===== src/rtl/interval_timer_pkg.sv =====
// Shared types and constants for the interval timer and its counter.
package interval_timer_pkg;

  // FSM states; the encoding is held in a register.
  typedef enum logic [1:0] {
    ST_IDLE = 2'd0,
    ST_RUN  = 2'd1,
    ST_DONE = 2'd2
  } state_e;

  localparam int DEFAULT_WORD_WIDTH = 8;

  // All-zeros count word, cast to the instance width where it is used.
  localparam logic [DEFAULT_WORD_WIDTH-1:0] WORD_ZERO = '0;

endpackage


===== src/rtl/interval_timer_if.sv =====
// Handshake and status bundle between the timer and its user.
interface interval_timer_if #(
  parameter int WORD_WIDTH = 8
);
  logic                  interval_valid;
  logic                  interval_ready;
  logic [WORD_WIDTH-1:0] interval;
  logic                  tick;
  logic                  abort;
  logic                  running;
  logic [WORD_WIDTH-1:0] remaining;
  logic                  expired_valid;
  logic                  expired_ready;

  // User side: offers intervals and ticks, consumes expiry.
  modport master (
    output interval_valid, interval, tick, abort, expired_ready,
    input  interval_ready, running, remaining, expired_valid
  );

  // Timer side.
  modport slave (
    input  interval_valid, interval, tick, abort, expired_ready,
    output interval_ready, running, remaining, expired_valid
  );
endinterface


===== src/rtl/interval_timer_counter_binary.sv =====
// Binary up/down counter with synchronous clear, parallel load and run enable.
// up_down=1 counts down by INCREMENT+carry_in, up_down=0 counts up.
module Counter_Binary #(
  parameter int WORD_WIDTH    = 8,
  parameter int INCREMENT     = 1,
  parameter int INITIAL_COUNT = 0
) (
  input  logic                  clock,
  input  logic                  clear,
  input  logic                  up_down,
  input  logic                  run,
  input  logic                  load,
  input  logic [WORD_WIDTH-1:0] load_count,
  input  logic                  carry_in,
  output logic [WORD_WIDTH-1:0] count
);
  localparam logic [WORD_WIDTH-1:0] INC_W  = WORD_WIDTH'(INCREMENT);
  localparam logic [WORD_WIDTH-1:0] INIT_W = WORD_WIDTH'(INITIAL_COUNT);

  logic [WORD_WIDTH-1:0] count_q;
  logic [WORD_WIDTH-1:0] count_d;
  logic [WORD_WIDTH-1:0] carry_w;

  assign carry_w = {{(WORD_WIDTH-1){1'b0}}, carry_in};

  // Next count: load wins over run; otherwise hold.
  always_comb begin
    count_d = count_q;
    if (load) begin
      count_d = load_count;
    end else if (run) begin
      if (up_down) count_d = count_q - INC_W - carry_w;
      else         count_d = count_q + INC_W + carry_w;
    end
  end

  // Count register.
  always_ff @(posedge clock) begin
    if (clear) count_q <= INIT_W;
    else       count_q <= count_d;
  end

  assign count = count_q;
endmodule


===== src/rtl/interval_timer.sv =====
// Handshaked down-counting interval timer.
//
//  state   | meaning
//  --------+-----------------------------------------------
//  IDLE    | waiting for an interval word, interval_ready=1
//  RUN     | counting down by DECREMENT on each tick
//  DONE    | expiry offered, held until expired_ready
module interval_timer
  import interval_timer_pkg::*;
#(
  parameter int WORD_WIDTH = 8,
  parameter int DECREMENT  = 1
) (
  input  logic              clock,
  input  logic              clear,
  interval_timer_if.slave   bus
);
  localparam logic [WORD_WIDTH-1:0] DEC_W  = WORD_WIDTH'(DECREMENT);
  localparam logic [WORD_WIDTH-1:0] ZERO_W = WORD_WIDTH'(WORD_ZERO);

  state_e                state_q;
  state_e                state_d;
  logic                  cnt_load;
  logic                  cnt_run;
  logic [WORD_WIDTH-1:0] cnt_load_count;
  logic [WORD_WIDTH-1:0] remaining_w;
  logic                  accept_w;
  logic                  last_tick_w;

  // Counter saturates via a load of zero on the final tick, so it never wraps
  // and its carry path is not needed.
  Counter_Binary #(
    .WORD_WIDTH   (WORD_WIDTH),
    .INCREMENT    (DECREMENT),
    .INITIAL_COUNT(0)
  ) u_counter (
    .clock     (clock),
    .clear     (clear),
    .up_down   (1'b1),
    .run       (cnt_run),
    .load      (cnt_load),
    .load_count(cnt_load_count),
    .carry_in  (1'b0),
    .count     (remaining_w)
  );

  assign bus.interval_ready = (state_q == ST_IDLE) && !clear;
  assign bus.running        = (state_q == ST_RUN);
  assign bus.expired_valid  = (state_q == ST_DONE);
  assign bus.remaining      = remaining_w;

  assign accept_w    = bus.interval_valid && bus.interval_ready;
  assign last_tick_w = (remaining_w <= DEC_W);

  // Next state and counter control; abort outranks tick in RUN.
  always_comb begin
    state_d        = state_q;
    cnt_load       = 1'b0;
    cnt_run        = 1'b0;
    cnt_load_count = ZERO_W;
    case (state_q)
      ST_IDLE: begin
        if (accept_w) begin
          cnt_load       = 1'b1;
          cnt_load_count = bus.interval;
          state_d        = (bus.interval != ZERO_W) ? ST_RUN : ST_DONE;
        end
      end
      ST_RUN: begin
        if (bus.abort) begin
          cnt_load = 1'b1;
          state_d  = ST_IDLE;
        end else if (bus.tick) begin
          if (last_tick_w) begin
            cnt_load = 1'b1;
            state_d  = ST_DONE;
          end else begin
            cnt_run = 1'b1;
          end
        end
      end
      ST_DONE: begin
        if (bus.expired_ready) state_d = ST_IDLE;
      end
      default: state_d = ST_IDLE;
    endcase
  end

  // State register.
  always_ff @(posedge clock) begin
    if (clear) state_q <= ST_IDLE;
    else       state_q <= state_d;
  end
endmodule

===== src/flat_wrapper.sv =====
// flat-port wrapper written by rule: the top's interface ports become plain ports
module interval_timer_flat import interval_timer_pkg::*;
#(
  parameter int WORD_WIDTH = 8,
  parameter int DECREMENT  = 1
)
  (clock, clear, bus_interval_valid, bus_interval, bus_tick, bus_abort, bus_expired_ready, bus_interval_ready, bus_running, bus_remaining, bus_expired_valid);
  interval_timer_if #(.WORD_WIDTH(WORD_WIDTH)) bus_i ();
  input  logic clock;
  input  logic clear;
  input wire logic [$bits(bus_i.interval_valid)-1:0] bus_interval_valid;
  input wire logic [$bits(bus_i.interval)-1:0] bus_interval;
  input wire logic [$bits(bus_i.tick)-1:0] bus_tick;
  input wire logic [$bits(bus_i.abort)-1:0] bus_abort;
  input wire logic [$bits(bus_i.expired_ready)-1:0] bus_expired_ready;
  output wire logic [$bits(bus_i.interval_ready)-1:0] bus_interval_ready;
  output wire logic [$bits(bus_i.running)-1:0] bus_running;
  output wire logic [$bits(bus_i.remaining)-1:0] bus_remaining;
  output wire logic [$bits(bus_i.expired_valid)-1:0] bus_expired_valid;
  assign bus_i.interval_valid = bus_interval_valid;
  assign bus_i.interval = bus_interval;
  assign bus_i.tick = bus_tick;
  assign bus_i.abort = bus_abort;
  assign bus_i.expired_ready = bus_expired_ready;
  assign bus_interval_ready = bus_i.interval_ready;
  assign bus_running = bus_i.running;
  assign bus_remaining = bus_i.remaining;
  assign bus_expired_valid = bus_i.expired_valid;
  interval_timer #(.WORD_WIDTH(WORD_WIDTH), .DECREMENT(DECREMENT)) u_core (.clock(clock), .clear(clear), .bus(bus_i));
endmodule

===== config.mk =====
export PLATFORM = sky130hd
export DESIGN_NAME = interval_timer_flat
export DESIGN_NICKNAME = d
export VERILOG_FILES = /design/src/rtl/interval_timer_pkg.sv /design/src/rtl/interval_timer_if.sv /design/src/rtl/interval_timer_counter_binary.sv /design/src/rtl/interval_timer.sv /design/src/flat_wrapper.sv
export SDC_FILE = /design/constraint.sdc
export NUM_CORES = 1
export LEC_CHECK = 0
export BUFFER_PORTS_ARGS = -buffer_cell sky130_fd_sc_hd__clkbuf_2
export CORE_MARGIN = 3
export CORE_UTILIZATION = 46
export DETAILED_ROUTE_END_ITERATION = 10
export PLACE_DENSITY = 0.79
export SETUP_SLACK_MARGIN = 0.3
export SLEW_MARGIN = 10
export SYNTH_ARGS = -nofsm -noshare
export SYNTH_HDL_FRONTEND = slang
export SYNTH_HIERARCHICAL = 1
export SYNTH_SLANG_ARGS = --single-unit
export TNS_END_PERCENT = 50

===== constraint.sdc =====
create_clock -name clock -period 1.99 [get_ports clock]
set_input_delay 0.398 -clock clock [delete_from_list [all_inputs] [get_ports clock]]
set_output_delay 0.398 -clock clock [all_outputs]
set_load 0.01 [all_outputs]

=== After elaboration in Yosys (flattened, before gate mapping) ===
Index checks and enable logic that the tools add are counted.
W data, S select, Z words.

* Output and inout bits: 11
* Register bits: 10

* Multiplexer cells: 20
* Reduce and logical (&&, ||, !) cells: 7
* Add/subtract/negate cells: 1
* Equal/unequal tests: 6
* Order comparisons: 1

{| class="wikitable"
|+ Operators by type and width
! cell !! number
|-
| $mux W8 || 4
|-
| $mux W2 || 6
|-
| $le A8 B1 Y1 const B || 1
|-
| $mux W1 || 8
|-
| $reduce_bool A8 Y1 || 1
|-
| $sub A8 B1 Y8 const B || 1
|-
| $pmux W2 S3 || 1
|-
| $reduce_and A4 Y1 || 1
|-
| $ne A3 B2 Y1 const B || 1
|-
| $ne A3 B3 Y1 const B || 1
|-
| $eq A2 B1 Y1 const B || 1
|-
| $eq A2 B2 Y1 const B || 1
|-
| $logic_and A1 B1 Y1 || 2
|-
| $logic_not A2 Y1 || 1
|-
| $ne A2 B1 Y1 const B || 1
|-
| $ne A2 B2 Y1 const B || 1
|-
| $pmux W1 S2 || 1
|-
| $reduce_bool A2 Y1 || 1
|-
| $logic_not A1 Y1 || 1
|}

=== Logic depth before layout (Yosys ltp) ===
Gate-level depths: netlist (run 1).

* Depth in word-level cells: 7
* Depth in mapped cells: 9
* Depth with buffers taken out: 8

=== Hierarchy ===
Netlist (run 1), hierarchy kept.

{| class="wikitable"
|+ By module, submodules not included
! module !! area each (µm²) !! sequential area each (µm²) !! instances !! cells each
|-
| Counter_Binary || 656.9 || 160.2 || 1 || 80
|-
| interval_timer || 280.3 || 40.0 || 1 || 38
|}

=== Worst setup path before layout (run 1) ===
No wires, ideal clock.

* Kind: register to register
* Start point: register u_core.u_counter.count_q[2] (netlist: u_core/u_counter/count[2])
* End point: register u_core.u_counter.count_q[5] (netlist: u_core/u_counter/count[5])
* Path slack: -212 ps
* Stages on the path, launching flop included: 7
* Buffers on the path: 1
* Required time: 1911 ps
* Arrival time: 2123 ps
* Cells stage by stage: dfxtp_1 or4_4 nor4_1 nor2_1 clkbuf_1 or4b_2 o211ai_1

* Word-level cells in the longest chain between the ends: 6

{| class="wikitable"
|+ Ends and longest elaborated chain
! element !! RTL line !! source
|-
| start: declaration || interval_timer_counter_binary.sv:20 || <nowiki>logic [WORD_WIDTH-1:0] count_q;</nowiki>
|-
| start signal: assignment || interval_timer_counter_binary.sv:40 || <nowiki>else count_q <= count_d;</nowiki>
|-
| $le A8 B1 Y1 || interval_timer.sv:53 || <nowiki>assign last_tick_w = (remaining_w <= DEC_W);</nowiki>
|-
| $mux W1 || interval_timer.sv:74 || <nowiki>if (last_tick_w) begin</nowiki>
|-
| $mux W1 || interval_timer.sv:73 || <nowiki>end else if (bus.tick) begin</nowiki>
|-
| $mux W1 || interval_timer.sv:70 || <nowiki>if (bus.abort) begin</nowiki>
|-
| $mux W1 || interval_timer.sv:61 || <nowiki>case (state_q)</nowiki>
|-
| named net u_core.cnt_run || interval_timer.sv:24 || <nowiki>logic cnt_run;</nowiki>
|-
| $reduce_bool A2 Y1 (no line) || - ||
|}

The timed path passes the listed nets, and every way through them passes these cells. The select of a mux whose other input is x is not followed.
A chain may end at the register's enable or synchronous reset.

=== Worst setup path after layout (run 1) ===
* Start point: register u_core.u_counter.count_q[3] (netlist: u_core/u_counter/count[3])
* End point: register u_core.u_counter.count_q[7] (netlist: u_core/u_counter/count[7])

Same word-level chain as after synthesis.

==> results of run 1 <==
## sequential cells by signal, indices dropped and copies added (netlist names)
register,flops
u_core/u_counter/count,8
u_core/state_q,2
## cells in the final DEF, fill, tap and decap left out, types with 3 or more instances in the layout
cell type	synthesis	layout
a21oi_1	9	9
and2_1	8	8
buf_4	1	15
clkbuf_2	0	24
clkbuf_4	0	3
conb_1	2	3
dfxtp_1	10	7
ha_1	4	4
inv_1	9	9
nand2_1	6	6
nor2_1	6	5
nor2b_1	3	3
nor3_1	4	4
nor3b_1	3	3
o21a_1	4	4
or4b_4	1	3
xnor2_1	3	3
## what timing repair did
item	in CTS	in global routing
resized for setup	3	5
buffers inserted	4	2
cloned	0	2
pin swaps	3	3
endpoints found under the setup margin	8	8
## worst max-delay path by stage
stage                                                   to  slack (ps)  depth (start not counted)
CTS                 u_core/u_counter/count[7]$_SDFFE_PP0P_         150                          5
global route        u_core/u_counter/count[7]$_SDFFE_PP0P_          30                          7
finish              u_core/u_counter/count[7]$_SDFFE_PP0P_         130                          5
detailed placement  u_core/u_counter/count[7]$_SDFFE_PP0P_          20                          5
global placement    u_core/u_counter/count[7]$_SDFFE_PP0P_          30                          5
floorplan           u_core/u_counter/count[7]$_SDFFE_PP0P_          -1                          6
## stage by stage
stage / hold slack (ps) / util / area, sq um / instances
2_1_floorplan: 463 / - / 985 / 119
3_3_place_gp: 611 / 0.648 / 1180 / 173
3_5_place_dp: 620 / 0.648 / 1180 / 173
4_1_cts: 473 / 0.688 / 1250 / 181
5_1_grt: 494 / 0.722 / 1310 / 185
6_report: 477 / 0.722 / 1310 / 185
## power groups by stage
stage / registers, uW / clock network (uW) / logic, uW
6_report: 236 / 148 / 371
5_1_grt: 238 / 166 / 399
4_1_cts: 240 / 149 / 327
3_5_place_dp: 247 / 0 / 298
3_3_place_gp: 245 / 0 / 291
2_1_floorplan: 259 / 0 / 191
## critical path, cell delays in order (launching register included)
cell and delay [ps]:
dfxtp_4 350, or4_4 550, nor4_4 200, nor2_4 100
or4b_4 480, o211ai_1 90
## Yosys cell counts, types with 3 or more instances
master | n | area share
ha_1 | 4 | 0.053
a21oi_1 | 9 | 0.048
xnor2_1 | 3 | 0.028
o21a_1 | 4 | 0.032
inv_1 | 9 | 0.036
and2_1 | 8 | 0.053
dfxtp_1 | 10 | 0.21
nor2_1 | 6 | 0.024
nand2_1 | 6 | 0.024
clkbuf_1 | 4 | 0.016
nor2b_1 | 3 | 0.020
nor4_1 | 3 | 0.020
nor3b_1 | 3 | 0.024
nor3_1 | 4 | 0.021
## area by class of cell
| cell class | instances | area [sq um] | share of cell area |
|---|---|---|---|
| inverter | 9 | 33.8 | 0.0257 |
| timing repair buffer | 43 | 300 | 0.229 |
| sequential | 10 | 209 | 0.159 |
| clock buffer | 4 | 26.3 | 0.0200 |
| multi-input combinational | 94 | 713 | 0.543 |
| tap | 25 | 31.3 | 0.0238 |
## cells by family (layout without fill, tap and decap cells)
logic type / Yosys count / count (layout) / synth area share
other: 2 / 3 / 0.00801
muxes: 3 / 3 / 0.0334
adders and majority gates: 4 / 4 / 0.0534
xor gates and xnor gates: 4 / 4 / 0.0374
AOI/OAI and AO/OA: 28 / 28 / 0.215
DFF: 10 / 10 / 0.214
buffers and inverters: 15 / 56 / 0.0654
and+or+nand+nor: 52 / 52 / 0.374
## per-layer routing
layer  vias to the layer above  part of all wire  global-route usage
li1                        508                 -                   -
met1                       484              0.44               0.273
met2                        43              0.49               0.365
met3                         6             0.061              0.0466
met4                         0             0.016              0.0359
met5                         -                 0                   0
==> out/qor.txt, run 1 <==
Clock Path Buffers: 2
Sequential share of the synthesized area: 0.214
ANT nets after route: 0
Worst Hold Endpoint: u_core/state_q[1]$_SDFFE_PP0P_
Worst min path class: in2reg
Period utilisation layout: 0.935
Synth Warn #: 6
WS Path Type: reg2reg
Post-synthesis cell area: 937 sq um
MaxCap Viol Count: 0
Final Net Count: 179
Clk slew on worst S/H paths: 80 ps
# fillers: 154
Die W: 51.1 microns
Post-route setup TNS: 0 ps
CP max FO: 7
Worst Skew: 13.2 ps
Clk root buf: clkbuf_4
GRT Resource Usage Total: 0.212
Worst R2R End: u_core/u_counter/count[7]$_SDFFE_PP0P_
# rows: 15
GP Congestion: 0.855
Outcome: complete, no violations
DP HPWL: 1850 microns
Fmax: 538 MHz
Average cell area after synthesis: 7.94 sq um
Area of the core: 0.00182 sq mm
Worst vdd ir: 313 uV
P_int: 487 uW
Crit path launch: u_core/u_counter/count[3]$_SDFFE_PP0P_
Htree depth: 1
Largest net degree at the start of global routing: 21
Worst Hold Path Cells: 4
Die area: 0.00261 sq mm
Synth Register Bits: 10
Critical Path AT: 2040 ps
Num Clock Sinks: 10
Sw power: 268 uW
TritonCTS clock tree: done
Period minus WS final: 1860 ps
Async S/R FF share, synth: 0
Most used flip-flop cell after synthesis: dfxtp_1
Lkg Pwr: 0.000565 uW
RSZ-0062 raised after global routing: true
CP Launch Type: flop
R2R Setup Slk: 130 ps
Number of global-route vias before repair: 990
DR DRC count: 0
Initial antenna violation count: 0
First-pass GRT wire length: 4330 microns
DRT Pass-1 Iters: 4
R2r worst-path depth: 5
Total Wirelength: 2820 microns
Total CTS buffers: 3
Vias per inst: 5.63
1st-iter DRT viols: 53
Sw Ratio: 0.355
DR vias: 1,041
Worst EP required: 2170 ps
IO Count: 25
Yosys cell types: 46
Wirelength per Cell: 15.2 microns
PwrDens: 575 mW/mm^2
EDFF count, synth: 0
Tot Pwr: 755 uW
Post-Synthesis Cells: 118
Hold Vio Cnt, Final: 0
Final Setup Violations: 0
Share of cells above drive strength 1: 0.419
Combinational share of power: 0.492
Latest clock arrival within the worst-skew pair: 260 ps
Worst slack at placement: 21.4 ps
Hold path start: bus_expired_ready
Seq pwr share: 0.313
Worst r2r src: u_core/u_counter/count[3]$_SDFFE_PP0P_
Antenna Cells: 0
Final setup margin: 130 ps
Port buffer count: 24
Slew Limit Fails: 0
Gr ovfl total: 0
Die Y: 51.1 microns
Worst setup EP type: flop
Initial Util: 0.515
Growth of design area from synthesis to finish: 40.2%
# hold bufs at CTS: 0
Clock power frac: 0.196
Note: power is estimated with default switching activity, not from simulation.
==> run 2: changes to the inputs <==
--- a/config.mk
+++ b/config.mk
@@ -10,6 +10,7 @@
 export CORE_UTILIZATION = 46
 export DETAILED_ROUTE_END_ITERATION = 10
 export PLACE_DENSITY = 0.79
+export RECOVER_POWER = 50
 export SETUP_SLACK_MARGIN = 0.3
 export SLEW_MARGIN = 10
 export SYNTH_ARGS = -nofsm -noshare
==> run 2 against run 1 <==
Non-clock buffer count did not move. Routed wire length down 1.3%. Maximum frequency hardly changed. Design area fell by 1.4%. Worst hold slack about the same. Die area unchanged. Final cell count unchanged. Sequential share of layout area is 0.23 points higher. Clock power is essentially flat. Flip-flop and latch count unchanged. Largest cell class unchanged. Largest power group unchanged. Highest routed layer unchanged.
==> out/qor.txt, run 2 (synthesis results as in run 1) <==
Number of global-route vias before repair: 990
Worst vdd ir: 312 uV
Worst setup EP type: flop
Die W: 51.1 microns
Antenna Cells: 0
Sw power: 267 uW
Initial antenna violation count: 0
Total Wirelength: 2780 microns
Wirelength per Cell: 15.0 microns
Hold Vio Cnt, Final: 0
DRT Pass-1 Iters: 4
Most common cell after layout, fill and taps aside: clkbuf_2
Die Y: 51.1 microns
Worst Skew: 12.8 ps
Final Setup Violations: 0
Combinational share of power: 0.486
Port buffer count: 24
P_int: 479 uW
MaxCap Viol Count: 0
Storage element area: 209 sq um
CP max FO: 7
Post-Place Cells: 173
DR vias: 1,034
Tot Pwr: 746 uW
# fillers: 152
# hold bufs at CTS: 0
TritonCTS clock tree: done
IO Count: 25
Core Util, Final: 0.711
Worst EP required: 2170 ps
Area of the core: 0.00182 sq mm
Sw Ratio: 0.358
Clock power frac: 0.198
Final Net Count: 179
# rows: 15
Most frequent cells in the layout: clkbuf_2 (21), buf_4 (11), a21oi_1 (9), inv_1 (9)
DR DRC count: 0
Share of cells above drive strength 1: 0.375
WS Path Type: reg2reg
Multi-input combinational cell area: 713 sq um
Die area: 0.00261 sq mm
Initial Util: 0.515
Critical Path AT: 2040 ps
Num Clock Sinks: 10
DP HPWL: 1850 microns
Final setup margin: 130 ps
RSZ-0062 raised after global routing: true
Seq pwr share: 0.316
Worst slack at placement: 21.4 ps
ANT nets after route: 0
Period minus WS final: 1860 ps
Final std cells w/o fill: 185
CP Launch Type: flop
First-pass GRT wire length: 4330 microns
Clk root buf: clkbuf_4
Period utilisation layout: 0.935
Largest register FFs: 8
PwrDens: 576 mW/mm^2
GRT Resource Usage Total: 0.212
Slew Limit Fails: 0
Outcome: complete, no violations
Gr ovfl total: 0
Lkg Pwr: 0.000538 uW
1st-iter DRT viols: 51
Total CTS buffers: 3
Worst min path class: in2reg
GP Congestion: 0.855
Growth of design area from synthesis to finish: 38.2%
Latest clock arrival within the worst-skew pair: 260 ps
Fmax: 538 MHz
Htree depth: 1
Largest net degree at the start of global routing: 21
Clock Path Buffers: 2
Vias per inst: 5.59
Clk slew on worst S/H paths: 80 ps
Post-route setup TNS: 0 ps
-- run 2: changes by cell type in the layout (fill, tap and decap cells not counted) --
cell | previous run | this run
buf_4 | 15 | 11
clkbuf_2 | 24 | 21
clkbuf_1 | 1 | 8
-- run 2: per-layer routing --
layer,vias to the layer above,GRT usage,wire length (microns),share of wire
li1,507,-,-,-
met1,473,0.273,1180,0.43
met2,46,0.365,1350,0.48
met3,8,0.0466,192,0.069
met4,0,0.0359,55,0.020
met5,-,0,0,0
-- run 2: repair_timing --
action / in CTS / in global routing
gates cloned: 0 / 2
buffers inserted: 4 / 2
setup endpoints to repair: 8 / 8
hold endpoints to repair: 0 / 0
pin swaps: 3 / 3
gates resized for setup: 3 / 5
-- run 2: final timing paths --
check,end,startpoint,slack (ps),cells after the start
hold / removal,u_core/state_q[1]$_SDFFE_PP0P_,bus_expired_ready,480,4
setup reg to reg,u_core/u_counter/count[7]$_SDFFE_PP0P_,u_core/u_counter/count[3]$_SDFFE_PP0P_,130,5
hold reg to reg,u_core/state_q[0]$_SDFFE_PP0P_,u_core/u_counter/count[4]$_SDFFE_PP0P_,670,3
setup / recovery,u_core/u_counter/count[7]$_SDFFE_PP0P_,u_core/u_counter/count[3]$_SDFFE_PP0P_,130,5
-- run 2: power groups by stage --
stage / logic [uW] / clock network, uW / registers, uW
6_report: 362 / 148 / 236
5_1_grt: 390 / 166 / 238
4_1_cts: 327 / 149 / 240
3_5_place_dp: 298 / 0 / 247
3_3_place_gp: 291 / 0 / 245
2_1_floorplan: 191 / 0 / 259
-- run 2: final cells by class --
class,count,share of cell area
multi-input cells,94,0.551
repair buffers,43,0.217
clock buffers,4,0.0203
flip-flops and latches,10,0.161
well taps,25,0.0242
inverters,9,0.0261
-- run 2: stage by stage --
step / hold WS [ps] / instance area, sq um
4_1_cts: 473 / 1250
6_report: 477 / 1290
3_5_place_dp: 620 / 1180
5_1_grt: 494 / 1290
3_3_place_gp: 611 / 1180
2_1_floorplan: 463 / 985
-- run 2: worst max-delay path, stage by stage, from the launching register on --
cell and delay (ps):
dfxtp_4 350, or4_4 550, nor4_4 200, nor2_4 100
or4b_4 480, o211ai_1 90
